===== src/rtl/cpu_types_pkg.sv =====
// Shared pipeline-control types for the CPU slice.
//   ctrl_state_t : hazard sequencer FSM state, 3-bit encoding visible on
//                  the ctrl_state debug port.
//   DRAIN_CNT_W  : width of the post-halt drain counter (covers 1..7).
package cpu_types_pkg;

    typedef enum logic [2:0] {
        RUN     = 3'd0,
        MEMWAIT = 3'd1,
        FLUSH   = 3'd2,
        DRAIN   = 3'd3,
        HALTED  = 3'd4
    } ctrl_state_t;

    localparam int unsigned DRAIN_CNT_W = 3;

endpackage


===== src/rtl/load_use_detect.sv =====
// Load-use hazard comparator (purely combinational).
//   idex_memread : instruction in ID/EX is a load
//   idex_rt      : destination register of that load
//   ifid_rs/rt   : source registers of the instruction in IF/ID
//   stall        : IF/ID consumes the load result next cycle
// Register 0 is hardwired to zero, so a load into r0 never creates a hazard.
module load_use_detect (
    input  logic       idex_memread,
    input  logic [4:0] idex_rt,
    input  logic [4:0] ifid_rs,
    input  logic [4:0] ifid_rt,
    output logic       stall
);

    always_comb begin
        stall = idex_memread && (idex_rt != '0) &&
                ((idex_rt == ifid_rs) || (idex_rt == ifid_rt));
    end

endmodule


===== src/rtl/hazard_sequencer.sv =====
// Pipeline hazard sequencer for the five-stage CPU.
// Inputs : CLK, RST (sync, active-high), ihit/dhit (memory handshakes),
//          IF/ID + ID/EX register fields for load-use detection,
//          EX/MEM event flags (dren, dwen, redirect, halt).
// Outputs: per-latch load enables and bubble flushes (combinational),
//          halt (sticky), ctrl_state and stall_cnt (registered).
// Priority, highest first: HALTED, DRAIN, memory wait, halt entry,
// redirect, load-use, fetch miss.
module hazard_sequencer
    import cpu_types_pkg::*;
#(
    parameter int unsigned DRAIN_CYCLES = 2,
    parameter int unsigned PERF_W       = 16
) (
    input  logic              CLK,
    input  logic              RST,
    input  logic              ihit,
    input  logic              dhit,
    input  logic [4:0]        ifid_rs,
    input  logic [4:0]        ifid_rt,
    input  logic              idex_memread,
    input  logic [4:0]        idex_rt,
    input  logic              exmem_dren,
    input  logic              exmem_dwen,
    input  logic              exmem_redirect,
    input  logic              exmem_halt,
    output logic              pc_en,
    output logic              ifid_en,
    output logic              idex_en,
    output logic              exmem_en,
    output logic              memwb_en,
    output logic              ifid_flush,
    output logic              idex_flush,
    output logic              exmem_flush,
    output logic              halt,
    output logic [2:0]        ctrl_state,
    output logic [PERF_W-1:0] stall_cnt
);

    localparam logic [DRAIN_CNT_W-1:0] DRAIN_LOAD = DRAIN_CNT_W'(DRAIN_CYCLES - 1);

    ctrl_state_t            state, state_nxt;
    logic [DRAIN_CNT_W-1:0] drain_cnt, drain_cnt_nxt;
    logic                   load_use;
    logic                   mem_wait;
    logic                   stall_window;

    load_use_detect u_load_use_detect (
        .idex_memread (idex_memread),
        .idex_rt      (idex_rt),
        .ifid_rs      (ifid_rs),
        .ifid_rt      (ifid_rt),
        .stall        (load_use)
    );

    always_comb begin
        mem_wait     = (exmem_dren || exmem_dwen) && !dhit;
        stall_window = (state != DRAIN) && (state != HALTED);
    end

    always_comb begin
        state_nxt     = state;
        drain_cnt_nxt = drain_cnt;
        pc_en         = 1'b1;
        ifid_en       = 1'b1;
        idex_en       = 1'b1;
        exmem_en      = 1'b1;
        memwb_en      = 1'b1;
        ifid_flush    = 1'b0;
        idex_flush    = 1'b0;
        exmem_flush   = 1'b0;

        if (RST) begin
            pc_en       = 1'b0;
            ifid_en     = 1'b0;
            idex_en     = 1'b0;
            exmem_en    = 1'b0;
            memwb_en    = 1'b0;
            ifid_flush  = 1'b1;
            idex_flush  = 1'b1;
            exmem_flush = 1'b1;
        end else begin
            case (state)
                HALTED: begin
                    pc_en    = 1'b0;
                    ifid_en  = 1'b0;
                    idex_en  = 1'b0;
                    exmem_en = 1'b0;
                    memwb_en = 1'b0;
                end
                DRAIN: begin
                    pc_en       = 1'b0;
                    ifid_flush  = 1'b1;
                    idex_flush  = 1'b1;
                    exmem_flush = 1'b1;
                    // The halt-entry cycle already counts as the first
                    // drain cycle, so leave once the counter runs out.
                    if (drain_cnt <= DRAIN_CNT_W'(1)) begin
                        state_nxt     = HALTED;
                        drain_cnt_nxt = '0;
                    end else begin
                        drain_cnt_nxt = drain_cnt - DRAIN_CNT_W'(1);
                    end
                end
                default: begin
                    // RUN, MEMWAIT and FLUSH share one decision tree; the
                    // only state-specific detail is load-use suppression
                    // in FLUSH, where IF/ID holds a squashed slot.
                    state_nxt = RUN;
                    if (mem_wait) begin
                        pc_en     = 1'b0;
                        ifid_en   = 1'b0;
                        idex_en   = 1'b0;
                        exmem_en  = 1'b0;
                        memwb_en  = 1'b0;
                        state_nxt = MEMWAIT;
                    end else if (exmem_halt) begin
                        pc_en         = 1'b0;
                        ifid_flush    = 1'b1;
                        idex_flush    = 1'b1;
                        exmem_flush   = 1'b1;
                        drain_cnt_nxt = DRAIN_LOAD;
                        state_nxt     = DRAIN;
                    end else if (exmem_redirect) begin
                        ifid_flush  = 1'b1;
                        idex_flush  = 1'b1;
                        exmem_flush = 1'b1;
                        state_nxt   = FLUSH;
                    end else if (load_use && (state != FLUSH)) begin
                        pc_en      = 1'b0;
                        ifid_en    = 1'b0;
                        idex_flush = 1'b1;
                    end else if (!ihit) begin
                        pc_en      = 1'b0;
                        ifid_flush = 1'b1;
                    end
                end
            endcase
        end
    end

    always_ff @(posedge CLK) begin
        if (RST) begin
            state     <= RUN;
            drain_cnt <= '0;
            halt      <= 1'b0;
            stall_cnt <= '0;
        end else begin
            state     <= state_nxt;
            drain_cnt <= drain_cnt_nxt;
            halt      <= (state_nxt == HALTED);
            if (!pc_en && stall_window && (stall_cnt != '1)) begin
                stall_cnt <= stall_cnt + PERF_W'(1);
            end
        end
    end

    always_comb begin
        ctrl_state = state;
    end

endmodule

===== config.mk =====
export PLATFORM = sky130hd
export DESIGN_NAME = hazard_sequencer
export DESIGN_NICKNAME = d
export VERILOG_FILES = /design/src/rtl/cpu_types_pkg.sv /design/src/rtl/load_use_detect.sv /design/src/rtl/hazard_sequencer.sv
export SDC_FILE = /design/constraint.sdc
export NUM_CORES = 1
export LEC_CHECK = 0
export ABC_CLOCK_PERIOD_IN_PS = 4000
export CAP_MARGIN = 0
export CORE_AREA = 3 3 76 56
export CTS_CLUSTER_DIAMETER = 120
export DETAILED_ROUTE_END_ITERATION = 8
export DIE_AREA = 0 0 79 59
export PLACE_DENSITY = 0.68
export SYNTH_ARGS = -nofsm -noshare
export SYNTH_HDL_FRONTEND = slang
export SYNTH_SLANG_ARGS = --single-unit

===== constraint.sdc =====
create_clock -name CLK -period 4 [get_ports CLK]
set_input_delay 0.4 -clock CLK [delete_from_list [all_inputs] [get_ports CLK]]
set_output_delay 0.4 -clock CLK [all_outputs]
set_load 0.005 [all_outputs]

---- Yosys cells after proc, flatten, opt, wreduce, memory -nomap -nowiden ----
Index checks and enable logic that the tools add are counted.
storage, ports and cells
  flip-flop bits (word level) ............. 23
  output and inout port bits .............. 28
  word-level logic and storage cells ...... 77
operators by class
  add/sub/neg operators ................... 2
  magnitude comparators ................... 1
  equality and inequality tests ........... 10
  multiplexer cells ....................... 44
  bitwise operators ....................... 1
  reductions and logical operators ........ 15
operators by type and width
  kind                                                 number
  2-to-1 mux 1 bit                                     29
  adder 16 x 1 -> 16 bit, second input constant        1
  != test 16 bit, second input constant                1
  2-to-1 mux 3 bit                                     5
  one-hot mux 3 bit (2 select lines)                   2
  equality test 5 bit                                  2
  one-hot mux 1 bit (2 select lines)                   5
  logical AND 1 bit                                    7
  equality test 3 bit, second input constant           2
  2-to-1 mux 2 bit                                     3
  != test 3 x 2 -> 1 bit, second input constant        2
  nonzero test 5 bit                                   1
  equality test 3 x 2 -> 1 bit, second input constant  1
  <= comparator 3 x 1 -> 1 bit, second input constant  1
  != test 3 bit, second input constant                 1
  AND reduction 3 bit                                  1
  subtractor 3 x 1 -> 3 bit, second input constant     1
  zero test 1 bit                                      2
  logical OR 1 bit                                     2
  != test 2 x 1 -> 1 bit, second input constant        1
  nonzero test 2 bit                                   1
  OR reduction 2 bit                                   1
  NOT 1 bit                                            1

---- Depth between registers and ports, before layout ----
Gate-level depths: netlist of the first run.
  word-level depth ........................ 13
  depth in mapped cells ................... 9

---- By module ----
Synthesis of the first run repeated with hierarchy kept, for this count alone.
unflattened totals
  cell total of the unflattened synthesis .. 182
  area, all modules ....................... 1482.7 um2
modules (own cells, without submodules)
  module            times used  cells an instance  area an instance (um2)  sequential area each (um2)
  hazard_sequencer  1           165                1357.6                  460.4
  load_use_detect   1           17                 125.1                   0.0

---- Least setup slack after synthesis of the first run ----
No wires, ideal clock.
  path kind ............................... input to register
  from .................................... input port idex_rt[0]
  to ...................................... register stall_cnt[14]
  library setup time ...................... 0.121 ns
  data arrival time ....................... 1.883 ns
  required time ........................... 3.879 ns
  setup slack ............................. 1.996 ns
  stages .................................. 7
  buffers on the path ..................... 1
  cell sequence ........................... or4_1 o211ai_2 nor3_4 o21ai_2 buf_6 nor4_2 mux2_4
between the ends
  word-level cells in the longest chain between the ends .. 13
RTL lines
  what                                                              RTL line                                      source
  start: declaration                                                hazard_sequencer.sv:22                        input logic [4:0] idex_rt,
  equality test 5 bit / nonzero test 5 bit (equally long branches)  load_use_detect.sv:17, load_use_detect.sv:16
  logical OR 1 bit / logical AND 1 bit (equally long branches)      load_use_detect.sv:17, load_use_detect.sv:16
  logical AND 1 bit (*)                                             load_use_detect.sv:16                         stall = idex_memread && (idex_rt != '0) &&
  logical AND 1 bit (*)                                             hazard_sequencer.sv:129                       end else if (load_use && (state != FLUSH)) begin
  2-to-1 mux 1 bit (*)                                              hazard_sequencer.sv:129
  2-to-1 mux 1 bit (*)                                              hazard_sequencer.sv:124                       end else if (exmem_redirect) begin
  2-to-1 mux 1 bit (*)                                              hazard_sequencer.sv:117                       end else if (exmem_halt) begin
  2-to-1 mux 1 bit (*)                                              hazard_sequencer.sv:110                       if (mem_wait) begin
  2-to-1 mux 1 bit (*)                                              hazard_sequencer.sv:83                        case (state)
  2-to-1 mux 1 bit (*)                                              hazard_sequencer.sv:73                        if (RST) begin
  zero test 1 bit (*)                                               hazard_sequencer.sv:152                       if (!pc_en && stall_window && (stall_cnt != '1)) begin
  logical AND 1 bit (*) (2 in a row)                                hazard_sequencer.sv:152
  end signal: assignment                                            hazard_sequencer.sv:153                       stall_cnt <= stall_cnt + PERF_W'(1);
  end: declaration                                                  hazard_sequencer.sv:37                        output logic [PERF_W-1:0] stall_cnt
Mark *: on every way between the ends. The rest lies on a longest branch, timed or not.
A chain may end at the register's enable or synchronous reset.

---- Final worst setup path of the first run ----
  from .................................... input port idex_rt[0]
  to ...................................... output port ifid_flush
between the ends
  word-level cells in the longest chain between the ends .. 10
RTL lines
  what                                                              RTL line                                      source
  equality test 5 bit / nonzero test 5 bit (equally long branches)  load_use_detect.sv:17, load_use_detect.sv:16
  logical OR 1 bit / logical AND 1 bit (equally long branches)      load_use_detect.sv:17, load_use_detect.sv:16
  logical AND 1 bit (*)                                             load_use_detect.sv:16
  logical AND 1 bit (*)                                             hazard_sequencer.sv:129
  2-to-1 mux 1 bit (*)                                              hazard_sequencer.sv:129
  2-to-1 mux 1 bit (*)                                              hazard_sequencer.sv:124
  2-to-1 mux 1 bit (*)                                              hazard_sequencer.sv:117
  2-to-1 mux 1 bit (*)                                              hazard_sequencer.sv:110
  one-hot mux 1 bit (2 select lines) (*)                            hazard_sequencer.sv:83
  2-to-1 mux 1 bit (*)                                              hazard_sequencer.sv:73
  end: declaration                                                  hazard_sequencer.sv:32                        output logic ifid_flush,
Marked as above.

==> impl_metrics.json, run 1 <==
{
  "layout-drive-gt1-share_pct": 6.39,
  "clock_path_buffers": 2,
  "synthArstFlopShare_pct": 0,
  "slew_headroom_pct": 44.2,
  "die_w_um": 79,
  "worstSetupEndpointType": "primary output",
  "p_per_area_nw_per_um2": 260,
  "place_hpwl_um": 2920,
  "place.gp.congestion": 0.774,
  "worstSetupPathType": "in2out",
  "cts_tree": "done",
  "synthFlopType": "dfxtp_1",
  "grtUsageTotal_pct": 16.1,
  "cp_data_arrival_time_ns": 2.59,
  "place_ws_ns": 1.02,
  "peakVddDrop_mv": 0.194,
  "cap_violations": 0,
  "p_switching_mw": 0.138,
  "area_growth_pct": 39.2,
  "final_nets": 247,
  "core-area_sq_um": 3560,
  "start_util_pct": 39.9,
  "finalMaxSlewViolations": 0,
  "tightest_slew_ns": 0.837,
  "setup_violations": 0,
  "hold_viol": 0,
  "netlist-cell-type-count": 45,
  "power.internal_mw": 0.376,
  "cts_inserted_buffers": 3,
  "period_share_pct": 74.7,
  "ant_nets": 0,
  "cp.required_ns": 3.60,
  "final.min_clock_period_ns": 2.99,
  "drt_wl_total_um": 3740,
  "first_pass_iters": 4,
  "syn_nets": 198,
  "avgSynthCellArea_sq_um": 8.30,
  "switching_share_pct": 26.8,
  "hold_class": "reg2reg",
  "cts_hold_buf": 0,
  "clockPowerShare_pct": 27.5,
  "multi_input_area_sq_um": 878,
  "seq_area_sq_um": 460,
  "startpoint_type": "input port",
  "skew_ns": 0.00446,
  "antenna_found_initial": 0,
  "cts_root_buf": "clkbuf_8",
  "diodes": 0,
  "cp_max_fo": 3,
  "post_drt_wl_per_cell_um": 13.9,
  "die_area_sq_um": 4660,
  "synthCells": 171,
  "power_mw": 0.514,
  "tns_ns": 0,
  "cts.sinks": 23,
  "drtIter0Drc": 82,
  "ys_warn_count": 0,
  "grt_max_degree": 30,
  "synth-edff-count": 0,
  "synth_seq_cells": 23,
  "port_buffers": 51,
  "boundaryPins": 52,
  "synthesis.area_sq_um": 1420,
  "finalWorstSetupSlack_ns": 1.01,
  "max_freq_ghz": 0.335,
  "rsz0062_at_grt": "no",
  "clkTransAtPathRegs_ns": 0.07,
  "seqPwrFrac_pct": 48.4,
  "grt_pass1_wl_um": 6000,
  "grt_pass1_vias": 1269,
  "clk_latency_ns": 0.26,
  "drt-vias-per-instance": 5.16,
  "grt.overflow.total": 0,
  "post_cts_resized": 0,
  "die_y_um": 59,
  "status": "finished clean",
  "yosysSeqAreaShare_pct": 32.5,
  "num_vias": 1389,
  "combinationalPowerShare_pct": 24.2,
  "ctsHtreeMaxLevel": 1,
  "row_count": 18,
  "n_fill_cell": 355,
  "p_leak_nw": 0.686,
  "post_cts_buffers": 0,
  "drc": 0
}
==> worst paths after layout <==
check                                               start                    endpoint  slack (ns)  cells after the start
worst min register to register  drain_cnt[1]$_SDFFE_PP0P_   drain_cnt[1]$_SDFFE_PP0P_        0.50                      2
worst max register to register   ctrl_state[0]$_SDFF_PP0_  stall_cnt[14]$_SDFFE_PP0P_        1.45                      7
worst max-delay path                           idex_rt[0]                  ifid_flush        1.01                      7
worst min-delay path            drain_cnt[1]$_SDFFE_PP0P_   drain_cnt[1]$_SDFFE_PP0P_        0.50                      2
==> synthesized netlist by cell type, types with 2 or more instances <==
cell / number / share of area [%]
nor2_1: 24 / 6.3
dfxtp_1: 23 / 32
a21oi_1: 15 / 5.3
xor2_1: 14 / 8.6
nand2_1: 12 / 3.2
o21ai_0: 12 / 4.2
or4_1: 8 / 4.2
nand3_1: 4 / 1.4
nand4_1: 4 / 1.8
nor2b_1: 4 / 1.8
o31ai_1: 4 / 2.1
ha_1: 3 / 2.6
inv_1: 3 / 0.79
or3_1: 3 / 1.3
and3_1: 2 / 0.88
buf_4: 2 / 1.1
buf_6: 2 / 1.6
clkbuf_1: 2 / 0.53
nor3_2: 2 / 1.4
o211ai_1: 2 / 1.1
o31a_1: 2 / 1.2
==> through the flow <==
stage	cell area (sq um)	hold slack, ns	util, %	instances
final	1980	0.499	55.5	269
after floorplan	1420	0.454	-	171
after detailed placement	1930	0.492	54.3	265
after global routing	1980	0.543	55.5	269
after CTS	1980	0.511	55.5	269
after global placement	1930	0.466	54.3	265
==> state kept, by name, indices dropped and copies added, names as in the netlist <==
name        flops
ctrl_state      3
stall_cnt      16
halt            1
drain_cnt       3
==> routing by layer <==
layer	vias up	track usage [%]	part of all wire [%]
li1	716	-	-
met1	649	22.6	50
met2	22	25.7	47
met3	2	4.26	3.1
met4	0	2.70	0.32
met5	-	0	0
==> worst max-delay path, stage by stage <==
cell and delay, ns:
clkdlybuf4s50_1 0.47, or4_1 0.55, o211ai_2 0.23, nor2_1 0.09
o21a_1 0.17, o21ai_0 0.15, clkdlybuf4s50_1 0.53
==> power by group through the flow <==
stage / Combinational [mW] / Sequential (mW) / Clock, mW
finish: 0.124 / 0.249 / 0.141
global route: 0.137 / 0.251 / 0.158
CTS: 0.125 / 0.248 / 0.147
global placement: 0.120 / 0.253 / 0
floorplan: 0.0657 / 0.252 / 0
detailed placement: 0.124 / 0.254 / 0
==> cell families after synthesis <==
family | share of synthesized area [%]
AOI/OAI and AO/OA | 19.5
muxes | 1.76
and+or+nand+nor | 29.4
xor gates and xnor gates | 8.64
adders and majority gates | 2.65
buffers and inverters | 5.64
DFF | 32.5
==> placed cells by master, fill, tap and decap left out, types with 2 or more instances in the layout <==
cell type,instances
or4_1,8
o31a_1,2
dfxtp_1,23
or3_1,3
nand4_1,4
nor3_2,2
o31ai_1,4
nand2_1,12
o211ai_1,2
inv_1,3
nand3_1,4
clkdlybuf4s50_1,51
o21ai_0,12
and3_1,2
nor2b_1,4
clkbuf_8,3
a21oi_1,15
xor2_1,14
nor2_1,24
ha_1,3
==> cell type report <==
type	count	share of cell area, %
clock buffer	4	2.28
inverter	3	0.570
multi-input combinational	137	44.5
sequential	23	23.3
tap	50	3.17
timing repair buffer	52	26.2
No activity file was read; power rests on OpenSTA's default activity.
==> run 2, diff against run 1 <==
--- a/config.mk
+++ b/config.mk
@@ -5,13 +5,13 @@
 export SDC_FILE = /design/constraint.sdc
 export NUM_CORES = 1
 export LEC_CHECK = 0
-export ABC_CLOCK_PERIOD_IN_PS = 4000
+export ABC_CLOCK_PERIOD_IN_PS = 2600
 export CAP_MARGIN = 0
 export CORE_AREA = 3 3 76 56
 export CTS_CLUSTER_DIAMETER = 120
 export DETAILED_ROUTE_END_ITERATION = 8
 export DIE_AREA = 0 0 79 59
-export PLACE_DENSITY = 0.68
+export PLACE_DENSITY = 0.71
 export SYNTH_ARGS = -nofsm -noshare
 export SYNTH_HDL_FRONTEND = slang
 export SYNTH_SLANG_ARGS = --single-unit
==> constraint.sdc (replaced) <==
create_clock -name CLK -period 2.6 [get_ports CLK]
set_input_delay 0.26 -clock CLK [delete_from_list [all_inputs] [get_ports CLK]]
set_output_delay 0.26 -clock CLK [all_outputs]
set_load 0.005 [all_outputs]
==> impl_metrics.json, run 2 (same netlist as run 1, synthesis figures left out) <==
{
  "status": "finished clean",
  "largest_register_ffs": 16,
  "cts_root_buf": "clkbuf_8",
  "start_util_pct": 39.9,
  "final.min_clock_period_ns": 2.52,
  "place_ws_ns": 0.00571,
  "hold_viol": 0,
  "diodes": 0,
  "grtUsageTotal_pct": 16.9,
  "drt_wl_total_um": 3800,
  "grt.overflow.total": 0,
  "max_stage_delay_ns": 0.55,
  "cp_max_fo": 5,
  "drc": 0,
  "worstSetupPathType": "in2out",
  "cp-endpoint": "pc_en",
  "grt_pass1_wl_um": 6300,
  "grt_pass1_vias": 1344,
  "top_register": "stall_cnt",
  "cp_slowest_cell": "or4_4",
  "clock_path_buffers": 2,
  "antenna_found_initial": 0,
  "num_vias": 1415,
  "tns_ns": 0,
  "grt_max_degree": 28,
  "cp_top_family": "buffers and inverters",
  "cp.depth": 7,
  "crit_start": "idex_rt[0]",
  "post_drt_wl_per_cell_um": 13.8,
  "clk_latency_ns": 0.26,
  "ctsHtreeMaxLevel": 1,
  "post_cts_buffers": 0,
  "setup_violations": 0,
  "final_nets": 253,
  "startpoint_type": "input port",
  "reg2reg_from": "stall_cnt[6]$_SDFFE_PP0P_",
  "drt-vias-per-instance": 5.15,
  "cp_data_arrival_time_ns": 2.26,
  "ant_nets": 0,
  "die_y_um": 59,
  "cp_num_buf_inv": 3,
  "p_per_area_nw_per_um2": 394,
  "r2r_end": "stall_cnt[14]$_SDFFE_PP0P_",
  "final_common_cell": "clkdlybuf4s50_1",
  "crit_top_cell": "clkdlybuf4s50_1",
  "layout-drive-gt1-share_pct": 9.78,
  "rsz0062_at_grt": "no",
  "rr_worst_depth": 7,
  "worstSetupEndpointType": "primary output",
  "cts_inserted_buffers": 3,
  "cp.required_ns": 2.34,
  "die_w_um": 79,
  "place_hpwl_um": 2900,
  "period_share_pct": 96.9,
  "path_cells": "clkdlybuf4s50_1 > or4_4 > o211ai_4 > buf_4 > nor3_4 > nor2_1 > clkdlybuf4s50_1",
  "r2r_slack_ns": 0.46,
  "clkTransAtPathRegs_ns": 0.08,
  "finalWorstSetupSlack_ns": 0.0814,
  "place.gp.congestion": 0.751,
  "drtIter0Drc": 93,
  "skew_ns": 0.00110,
  "cap_violations": 0,
  "final_cell_mix": "clkdlybuf4s50_1, nor2_1, dfxtp_1",
  "die_area_sq_um": 4660,
  "boundaryPins": 52,
  "area_growth_pct": 44.9,
  "first_pass_iters": 4,
  "port_buffers": 51,
  "max_freq_ghz": 0.397,
  "hold_class": "reg2reg",
  "tightest_slew_ns": 0.380,
  "p_leak_nw": 0.741,
  "finalMaxSlewViolations": 0,
  "cts.sinks": 23,
  "row_count": 18,
  "core-area_sq_um": 3560,
  "cts_tree": "done",
  "slew_headroom_pct": 74.4,
  "peakVddDrop_mv": 0.403
}
[run 2: changes by cell type in the layout (fill, tap and decap cells not counted)]
cell,delta
nor2_1,-1
buf_12,+1
or4_4,+1
clkdlybuf4s50_1,-3
nor2_2,+1
dlymetal6s2s_1,+3
or4_1,-1
o211ai_4,+1
o211ai_2,-1
buf_4,+5
[run 2: what timing repair did]
| action | 4_1_cts | 5_1_grt |
|---|---|---|
| gates resized for setup | 0 | 6 |
| endpoints found under the setup margin | 0 | 1 |
| hold buffers | 0 | 0 |
[run 2: worst min-delay path by stage]
| stage | from | end | slack, ns | cells after the start |
|---|---|---|---|---|
| 5_1_grt | stall_cnt[9]$_SDFFE_PP0P_ | stall_cnt[9]$_SDFFE_PP0P_ | 0.53 | 2 |
| 6_report | stall_cnt[9]$_SDFFE_PP0P_ | stall_cnt[9]$_SDFFE_PP0P_ | 0.50 | 2 |
| 3_5_place_dp | stall_cnt[9]$_SDFFE_PP0P_ | stall_cnt[9]$_SDFFE_PP0P_ | 0.49 | 2 |
| 3_3_place_gp | drain_cnt[1]$_SDFFE_PP0P_ | drain_cnt[1]$_SDFFE_PP0P_ | 0.47 | 2 |
| 4_1_cts | stall_cnt[9]$_SDFFE_PP0P_ | stall_cnt[9]$_SDFFE_PP0P_ | 0.50 | 2 |
| 2_1_floorplan | drain_cnt[1]$_SDFFE_PP0P_ | drain_cnt[1]$_SDFFE_PP0P_ | 0.45 | 2 |
[run 2: area by class of cell]
class / count / area, sq um
Tap cell: 50 / 62.6
Clock buffer: 4 / 45.0
Multi-Input combinational cell: 137 / 893
Sequential cell: 23 / 460
Fill cell: 339 / 1500
Inverter: 3 / 11.3
Timing Repair Buffer: 58 / 583
[run 2: power by group]
group          total [mW]  switching (mW)  leakage (nW)  internal, mW
logic               0.207          0.0910         0.532         0.116
clock network       0.221           0.111        0.0228         0.109
registers           0.383          0.0171         0.187         0.366
[run 2: worst min-delay path, stage by stage (launching register included)]
cell	delay, ns
dfxtp_1	0.33
o31ai_1	0.07
a21oi_1	0.06
[run 2: through the flow]
step | power, mW | hold WS, ns | instances | util (%) | area (sq um)
5_1_grt | 0.856 | 0.535 | 275 | 57.8 | 2060
4_1_cts | 0.813 | 0.499 | 275 | 57.1 | 2030
6_report | 0.810 | 0.502 | 275 | 57.8 | 2060
2_1_floorplan | 0.489 | 0.454 | 171 | - | 1420
3_5_place_dp | 0.593 | 0.486 | 271 | 55.9 | 1990
3_3_place_gp | 0.590 | 0.473 | 271 | 55.9 | 1990
[run 2: metal layers]
| layer | share of wire [%] | track usage [%] |
|---|---|---|
| met1 | 48 | 24.3 |
| met2 | 47 | 26.5 |
| met5 | 0 | 0 |
| met3 | 5.1 | 3.95 |
| met4 | 0.32 | 2.21 |
